[src/rtl/shift_right_seq.sv]
// Sequential right shifter: one bit per cycle, registered result and a one-cycle done pulse.
// Define SHIFT_RIGHT_ARITH_EN to enable sign fill when arith=1; otherwise every shift is logical.
module shift_right_seq #(
  parameter int DATA_WIDTH = 32,
  parameter int NUM_WIDTH  = 5
) (
  input  logic                  clk,
  input  logic                  rst,
  input  logic                  start,
  input  logic [DATA_WIDTH-1:0] in,
  input  logic [NUM_WIDTH-1:0]  bitnum,
  input  logic                  arith,
  output logic [DATA_WIDTH-1:0] out,
  output logic                  busy,
  output logic                  done
);

  typedef enum logic [1:0] {
    IDLE,
    SHIFT,
    DONE
  } state_t;

  state_t                state_q,   state_d;
  logic [DATA_WIDTH-1:0] workReg_q, workReg_d;
  logic [NUM_WIDTH-1:0]  count_q,   count_d;
  logic [DATA_WIDTH-1:0] out_q,     out_d;
  logic                  busy_q,    busy_d;
  logic                  done_q,    done_d;
  logic                  arith_q,   arith_d;
  logic                  fillBit;

`ifdef SHIFT_RIGHT_ARITH_EN
  // The working MSB still holds the captured sign bit while sign filling.
  assign fillBit = arith_q & workReg_q[DATA_WIDTH-1];
  assign arith_d = (state_q == IDLE && start) ? arith : arith_q;
`else
  logic unusedArith;
  assign unusedArith = arith;
  assign fillBit     = 1'b0;
  assign arith_d     = 1'b0;
`endif

  always_comb begin
    state_d   = state_q;
    workReg_d = workReg_q;
    count_d   = count_q;
    out_d     = out_q;
    busy_d    = busy_q;
    done_d    = 1'b0;
    case (state_q)
      IDLE: begin
        if (start) begin
          workReg_d = in;
          count_d   = bitnum;
          busy_d    = 1'b1;
          state_d   = SHIFT;
        end
      end
      SHIFT: begin
        if (count_q != '0) begin
          workReg_d = {fillBit, workReg_q[DATA_WIDTH-1:1]};
          count_d   = count_q - {{(NUM_WIDTH-1){1'b0}}, 1'b1};
        end else begin
          out_d   = workReg_q;
          done_d  = 1'b1;
          state_d = DONE;
        end
      end
      DONE: begin
        busy_d  = 1'b0;
        state_d = IDLE;
      end
      default: begin
        busy_d  = 1'b0;
        state_d = IDLE;
      end
    endcase
  end

  // Reset wins over any start presented at the same edge and aborts an operation in flight.
  always_ff @(posedge clk) begin
    if (rst) begin
      state_q   <= IDLE;
      workReg_q <= '0;
      count_q   <= '0;
      out_q     <= '0;
      busy_q    <= 1'b0;
      done_q    <= 1'b0;
      arith_q   <= 1'b0;
    end else begin
      state_q   <= state_d;
      workReg_q <= workReg_d;
      count_q   <= count_d;
      out_q     <= out_d;
      busy_q    <= busy_d;
      done_q    <= done_d;
      arith_q   <= arith_d;
    end
  end

  assign out  = out_q;
  assign busy = busy_q;
  assign done = done_q;

endmodule

[config.mk]
export PLATFORM = sky130hd
export DESIGN_NAME = shift_right_seq
export DESIGN_NICKNAME = d
export VERILOG_FILES = /design/src/rtl/shift_right_seq.sv
export SDC_FILE = /design/constraint.sdc
export NUM_CORES = 1
export LEC_CHECK = 0
export BUFFER_PORTS_ARGS = -buffer_cell sky130_fd_sc_hd__buf_2
export CAP_MARGIN = 20
export CORE_ASPECT_RATIO = 1.5
export CORE_UTILIZATION = 45
export DETAILED_ROUTE_END_ITERATION = 7
export GPL_TIMING_DRIVEN = 0
export PLACE_DENSITY = 0.69
export SLEW_MARGIN = 20
export SYNTH_ARGS = -nofsm -noshare
export SYNTH_HDL_FRONTEND = slang
export SYNTH_SLANG_ARGS = --single-unit
[constraint.sdc]
create_clock -name clk -period 2.1 [get_ports clk]
set_input_delay 0.42 -clock clk [delete_from_list [all_inputs] [get_ports clk]]
set_output_delay 0.42 -clock clk [all_outputs]
set_load 0.05 [all_outputs]
=== After elaboration in Yosys (flattened, before gate mapping) ===
Index checks and enable logic that the tools add are counted.

* Bits in registers: 73
* Latch bits: 0
* Bits in writable memories: 0
* Bits in read-only memories: 0
* Input port bits: 41
* Output and inout port bits: 34
* Word-level logic and storage cells: 33
* Memories kept: 0

* Add/sub/neg operators: 1
* Multipliers: 0
* Divide/modulo/power cells: 0
* $lt $le $gt $ge: 0
* Eq/ne operators: 4
* Shifts and indexed selects: 0
* Mux-type cells: 12
* Bitwise operators: 2
* Reduce and logical (&&, ||, !) cells: 8

{| class="wikitable"
|+ Operators with widths
! cell !! number
|-
| $mux 32 || 2
|-
| $pmux 32 s2 || 1
|-
| $mux 5 || 2
|-
| $pmux 5 s2 || 1
|-
| $ne 2x2->1 const B || 3
|-
| $reduce_and 2->1 || 3
|-
| $reduce_bool 5->1 || 1
|-
| $sub 5x1->5 const B || 1
|-
| $mux 2 || 2
|-
| $pmux 2 s2 || 1
|-
| $reduce_and 3->1 || 1
|-
| $eq 2x1->1 const B || 1
|-
| $logic_not 2->1 || 1
|-
| $mux 1 || 2
|-
| $not 1->1 || 2
|-
| $pmux 1 s2 || 1
|-
| $reduce_bool 2->1 || 1
|-
| $reduce_or 2->1 || 1
|}

=== Longest topological paths before layout ===
Gate-level depths: netlist (run 1).

* Word-level depth: 3
* Mapped depth: 8
* Depth with buffers taken out: 6

=== Worst setup path before layout (run 1) ===
OpenSTA, ideal clock, no wires.

* Kind: register to register
* From: register count_q[0]
* To: register out_q[3], in the netlist out[3]
* Data arrival time: 1.687 ns
* Setup slack: 0.279 ns
* Stages on the path, launching flop included: 9
* Buffers on the path: 2
* Clock period less this slack: 1.821 ns
* Cells stage by stage: dfxtp_1 > inv_1 > ha_1 > or3b_1 > or3_1 > buf_2 > buf_2 > nand2_1 > a21oi_1

* Cells in the longest elaborated chain, start to end: 3

{| class="wikitable"
|+ Ends and longest elaborated chain
! item !! line !! RTL
|-
| start: declaration || 26 || <nowiki>logic [NUM_WIDTH-1:0] count_q, count_d;</nowiki>
|-
| start signal: assignment || 94 || <nowiki>count_q <= count_d;</nowiki>
|-
| $reduce_bool 5->1 || 61 || <nowiki>if (count_q != '0) begin</nowiki>
|-
| $not 1->1 (no line) || - ||
|-
| $reduce_and 2->1 (no line) || - ||
|-
| end signal: assignment || 95 || <nowiki>out_q <= out_d;</nowiki>
|-
| end: declaration || 27 || <nowiki>logic [DATA_WIDTH-1:0] out_q, out_d;</nowiki>
|}

No other way between the ends.
A chain may end at the register's enable or synchronous reset.

=== Final worst setup path (run 1) ===
* From: register count_q[0]
* To: register out_q[17], in the netlist out[17]

Same word-level chain as after synthesis.

==> results of run 1 <==
==> worst paths after layout <==
check,depth (start not counted),startpoint,endpoint
max,8,count_q[0],out[17]
min,3,bitnum[4],count_q[4]
max reg2reg,8,count_q[0],out[17]
min reg2reg,2,out[7],out[7]
==> what timing repair did <==
item	4_1_cts	5_1_grt
setup endpoints to repair	1	59
endpoints found under the hold margin	0	0
buffers inserted	0	0
pin swaps	0	1
hold buffers	0	0
gates resized for setup	1	14
==> through the flow <==
stage                     util, %  area (um2)  cells
after floorplan                 -        3080    332
after global placement       53.8        3540    480
after detailed placement     53.8        3540    480
after CTS                    56.8        3730    496
after global routing         57.2        3760    496
final                        57.2        3760    496
==> cells by family after synthesis <==
group,count (synthesis),share of synthesized area (%)
adders and majority gates,1,0.406
and+or+nand+nor,114,15.1
DFF,73,47.4
AOI/OAI and AO/OA,81,21.3
xor gates and xnor gates,1,0.284
buffers and inverters,30,5.04
muxes,32,10.4
==> power groups by stage <==
stage	Sequential (uW)	Clock, uW	Combinational, uW
2_1_floorplan	1800	0	680
3_3_place_gp	1700	0	993
3_5_place_dp	1710	0	1010
4_1_cts	1680	1080	1020
5_1_grt	1700	1150	1130
6_report	1680	1050	1030
==> worst max-delay path: cells and delay by family (launching register included) <==
family / cells / cell delay, ns
compound gates: 1 / 0.07
fa+ha+maj: 1 / 0.15
buf+inv: 3 / 0.46
flops: 1 / 0.33
simple gates: 3 / 0.83
==> area by class of cell <==
cell class	instances	area [um2]
fillers	613	2810
multi-input cells	229	1490
flip-flops and latches	73	1460
repair buffers	72	360
clock buffers	14	183
plain buffers	27	156
well taps	76	95.1
inverters	3	11.3
clock inverters	2	10.0
==> registers in the layout, indices dropped and copies added, names as in the netlist <==
register   count
done           1
workReg_q     32
state_q        2
count_q        5
out           32
busy           1
==> Yosys cell counts, drive strengths merged, types with 3 or more instances <==
cell | instances | area (um2)
a211oi | 33 | 398
a21oi | 39 | 195
buf | 14 | 95.1
clkbuf | 13 | 48.8
dfxtp | 73 | 1460
inv | 3 | 11.3
mux2i | 31 | 310
nand2 | 66 | 248
nand2b | 3 | 18.8
nor2 | 36 | 135
nor3 | 4 | 25.0
o21ai | 4 | 20.0
==> metal layers <==
metal / wire length (um) / part of all wire [%]
met5: 0 / 0
met2: 3700 / 54
met1: 2900 / 42
met3: 265 / 3.8
met4: 40 / 0.58
==> reports/metrics.cfg, run 1 <==
[status]
outcome=completed

[sta]
fmax_mhz=507
min_period_ns=1.97
max_slew_margin_pct=51.6
drv_slew=0
rsz0062_at_grt=false
hold_viol_final=0
setup-violations-final=0
holdWs_ns=0.362
min_period_over_period_pct=94.0
setup_tns_ns=0
fin_ws_ns=0.127
fin_skew_ns=0.00888
worst_slew_pin_slew_ns=0.726

[routing]
drt-initial-drc-count=63
vias_per_cell=5.14
drt_pass1_iterations=4
detail-route-antenna-nets=0
wl_um=6910
wl_per_cell_um=13.9
vias=2550
remaining_drc_errors=0

[floorplanning]
die-width_um=69.6
fp-row-count=36
fp.dieH_um=103
ios=75
die_area_um2=7190
coreArea_um2=6580
start_util_pct=46.8

[final_layout]
antenna_cells=0
layout_commonest_cell=buf_2
layout_common_cells=78 x buf_2, 73 x dfxtp_1, 66 x nand2_1
area_growth_pct=22.1
drive_gt1_share_pct=32.9
fin_nets=457

[yosys]
synth_ff_type=dfxtp_1
synthArstFlopShare_pct=0
yosysSeqAreaShare_pct=47.4
netlist_area_um2=3080
yosysUniqueCellTypes=28
synth_edf_count=0
synth_fp_nets=374
synth_area_per_cell_um2=9.28
ys_ff_latch=73
synth_cells=332
synth_warnings=0

[critical_path]
cp_cell_sequence=inv_1, ha_4, or3b_4, or3_1, buf_4, buf_4, nand2_1, a21oi_1
crit_path_end_kind=flip-flop
cp.arrival_ns=2.18
crit_top_cell=buf_4
max_stage_delay_ns=0.40
critical_path_class=flip-flop to flip-flop
reg2reg_slack_ns=0.13
crit_fanout=10
required_ns=2.31
cp_slowest_cell=or3b_4
start_kind=flip-flop

[placed_design]
gp_congestion=0.783
io_buffers=72
preCtsSetupSlack_ns=0.0199
dp_hpwl_um=5020

[min_path]
hold_path_class=input pin to flip-flop

[clock_tree]
cts_htree_levels=3
cts_tree=yes
clockRootBuffer=clkbuf_8
clkTransAtPathRegs_ns=0.07
clk_latency_ns=0.34
cts_sinks=73
numCtsBuffers=9
cts_max_path_buffers=2

[grt]
overflow=0
grt_pass1_vias=2391
busiest_layer=met2
use_met1_pct=22.8
grt_max_degree=12
groute.layer.met3.usage_pct=6.59
antenna_found_initial=0
grt_pass1_wl_um=11200
grt_use_total_pct=20.4
use_met2_pct=36.5

[power_and_ir_drop]
p_leak_uw=0.00166
switching_share_pct=33.1
p_comb_share_pct=27.5
p_int_uw=2520
pwr-share-clk_pct=27.8
power_density_nw_per_um2=999
totalPowerFinal_uw=3760
switching_power_uw=1240
ir_drop_mv=0.518
seqPwrFrac_pct=44.6

[flow_run]
maxCapViolCount=0

Note: power is estimated with default switching activity, not from simulation.
==> inputs of run 2 (changes only) <==
--- a/config.mk
+++ b/config.mk
@@ -11,7 +11,7 @@
 export CORE_UTILIZATION = 45
 export DETAILED_ROUTE_END_ITERATION = 7
 export GPL_TIMING_DRIVEN = 0
-export PLACE_DENSITY = 0.69
+export PLACE_DENSITY = 0.77
 export SLEW_MARGIN = 20
 export SYNTH_ARGS = -nofsm -noshare
 export SYNTH_HDL_FRONTEND = slang
==> run 2 against run 1 <==
Against the previous run: wire length increased by 2.1%; critical endpoint is now out[12]; register-to-register slack got worse by 0.06 ns; non-clock buffer count unchanged; first-iteration DRC count increased by 130%; worst hold slack got worse by 0.013 ns; final cell count unchanged; clock skew decreased by 0.00083 ns; setup slack got worse by 0.058 ns; critical path type unchanged; cell area decreased by 0.33%; die area unchanged; highest routed layer unchanged; critical path depth unchanged; clock power increased by 5%.
==> reports/metrics.cfg, run 2 (same netlist as run 1, synthesis figures left out) <==
[status]
outcome=completed  ; unchanged

[final_layout]
fin_cells=496  ; unchanged
layout_commonest_cell=buf_2  ; unchanged
fin_nets=457  ; unchanged
layout_common_cells=79 x buf_2, 73 x dfxtp_1, 66 x nand2_1  ; was 78 x buf_2, 73 x dfxtp_1, 66 x nand2_1
multi_input_area_um2=1480  ; was 1490 um2
area_growth_pct=21.7  ; was 22.1%
nFillCells=596  ; was 613
regArea_um2=1460  ; unchanged
antenna_cells=0  ; unchanged
drive_gt1_share_pct=32.6  ; was 32.9%

[floorplanning]
ios=75  ; unchanged
die_area_um2=7190  ; unchanged
fp.dieH_um=103  ; unchanged
fp-row-count=36  ; unchanged
die-width_um=69.6  ; unchanged
start_util_pct=46.8  ; unchanged
coreArea_um2=6580  ; unchanged

[sta]
min_period_over_period_pct=96.7  ; was 94.0%
rsz0062_at_grt=true  ; was false
max_slew_margin_pct=48.2  ; was 51.6%
setup-violations-final=0  ; unchanged
holdWs_ns=0.349  ; was 0.362 ns
hold_viol_final=0  ; unchanged
fin_skew_ns=0.00805  ; was 0.00888 ns
drv_slew=0  ; unchanged
min_period_ns=2.03  ; was 1.97 ns
worst_slew_pin_slew_ns=0.776  ; was 0.726 ns
fmax_mhz=492  ; was 507 MHz

[critical_path]
critical_path_class=flip-flop to flip-flop  ; unchanged
required_ns=2.32  ; was 2.31 ns
crit_path_end_kind=flip-flop  ; unchanged
reg2reg_slack_ns=0.07  ; was 0.13 ns
crit_top_cell=buf_4  ; unchanged
cp_cell_sequence=inv_1, ha_2, or3b_4, or3_1, buf_4, buf_4, nand2_1, a21oi_1  ; was inv_1, ha_4, or3b_4, or3_1, buf_4, buf_4, nand2_1, a21oi_1
max_stage_delay_ns=0.41  ; was 0.40 ns
path_buf_inv=3  ; unchanged
start_kind=flip-flop  ; unchanged
worstReg2RegEnd=out[12]  ; was out[17]
crit_fanout=10  ; unchanged
rr_worst_depth=8  ; unchanged
cp_slowest_cell=or3b_4  ; unchanged
r2r-start=count_q[0]  ; unchanged
cp.arrival_ns=2.25  ; was 2.18 ns
crit_family=simple AND/OR/NAND/NOR gates  ; unchanged

[clock_tree]
clkTransAtPathRegs_ns=0.08  ; was 0.07 ns
cts_setup_buffers=0  ; unchanged
clk_latency_ns=0.36  ; was 0.34 ns
cts_tree=yes  ; unchanged
cts_max_path_buffers=2  ; unchanged
clockRootBuffer=clkbuf_8  ; unchanged
cts_htree_levels=3  ; unchanged
numCtsBuffers=9  ; unchanged
cts_sinks=73  ; unchanged

[routing]
wl_per_cell_um=14.2  ; was 13.9 um
vias_per_cell=5.18  ; was 5.14
drt_pass1_iterations=4  ; unchanged
wl_um=7050  ; was 6910 um
drt-initial-drc-count=143  ; was 63
vias=2570  ; was 2,550
detail-route-antenna-nets=0  ; unchanged
remaining_drc_errors=0  ; unchanged

[min_path]
hold_depth=3  ; unchanged
worstHoldStart=bitnum[4]  ; unchanged
hold_end=count_q[4]  ; unchanged
hold_path_class=input pin to flip-flop  ; unchanged

[placed_design]
place_inst=480  ; unchanged
io_buffers=72  ; unchanged
dp_hpwl_um=5050  ; was 5020 um
gp_congestion=0.799  ; was 0.783

[grt]
grt_max_degree=12  ; unchanged
antenna_found_initial=0  ; unchanged
grt_pass1_vias=2458  ; was 2,391
grt_pass1_wl_um=11300  ; was 11,200 um
overflow=0  ; unchanged
grt_use_total_pct=20.4  ; about the same

[flow_run]
maxCapViolCount=0  ; unchanged

[power_and_ir_drop]
p_leak_uw=0.00166  ; about the same
ir_drop_mv=0.517  ; was 0.518 mV
totalPowerFinal_uw=3810  ; was 3760 uW
power_density_nw_per_um2=1020  ; was 999 nW/um2

-- run 2: cell count changes in the layout (fill, tap and decap cells not counted), sizes merged --
cell / change
buf: +2
bufinv: +1
clkbuf: -3
-- run 2: worst reg2reg max path, stage by stage, from the launching register on --
cell and delay, ns:
dfxtp_1 0.33, inv_1 0.08, ha_2 0.20, or3b_4 0.41
or3_1 0.36, buf_4 0.18, buf_4 0.18, nand2_1 0.09
a21oi_1 0.07
-- run 2: layout make-up --
type                    count  area share, %
multi-input cells         229           39.3
flip-flops and latches     73           39.0
repair buffers             72           9.61
plain buffers              27           4.20
clock buffers              13           3.97
well taps                  76           2.54
clock inverters             3           1.07
inverters                   3          0.300
-- run 2: worst max path at each step --
stage                    start            end  slack (ns)  cells after the start
CTS                 count_q[0]        out[20]        0.01                      7
detailed placement  count_q[0]  workReg_q[29]        0.04                      7
finish              count_q[0]        out[12]        0.07                      8
global placement    count_q[0]        out[12]        0.05                      7
global route        count_q[0]        out[20]      -0.003                      7
floorplan           count_q[0]         out[3]        0.28                      8
-- run 2: where the power goes --
part / leakage [uW] / switching [uW] / total [uW] / internal, uW
combinational: 0.000966 / 637 / 1040 / 401
clock: 0.0000974 / 519 / 1100 / 579
sequential: 0.000599 / 120 / 1680 / 1560
total: 0.00166 / 1280 / 3810 / 2540
-- run 2: per-stage QoR --
step | instance area, um2 | setup slack (ns) | TNS [ns] | utilization [%]
floorplan | 3080 | 0.279 | 0 | -
CTS | 3730 | 0.00989 | 0 | 56.7
global route | 3750 | -0.00350 | -0.00350 | 57.0
global placement | 3540 | 0.0543 | 0 | 53.8
detailed placement | 3540 | 0.0418 | 0 | 53.8
finish | 3750 | 0.0692 | 0 | 57.0
-- run 2: metal layers --
metal / GRT usage (%) / vias up / wire length [um]
met5: 0 / - / 0
met4: 10.2 / 0 / 140
met3: 4.65 / 10 / 275
met2: 36.8 / 62 / 3610
met1: 22.7 / 1187 / 3020
li1: - / 1311 / -
-- run 2: timing repair --
item                       in CTS  in global routing
pin swaps                       0                  0
setup endpoints to repair       1                 51
resized for setup               1                 16
hold buffers                    0                  0
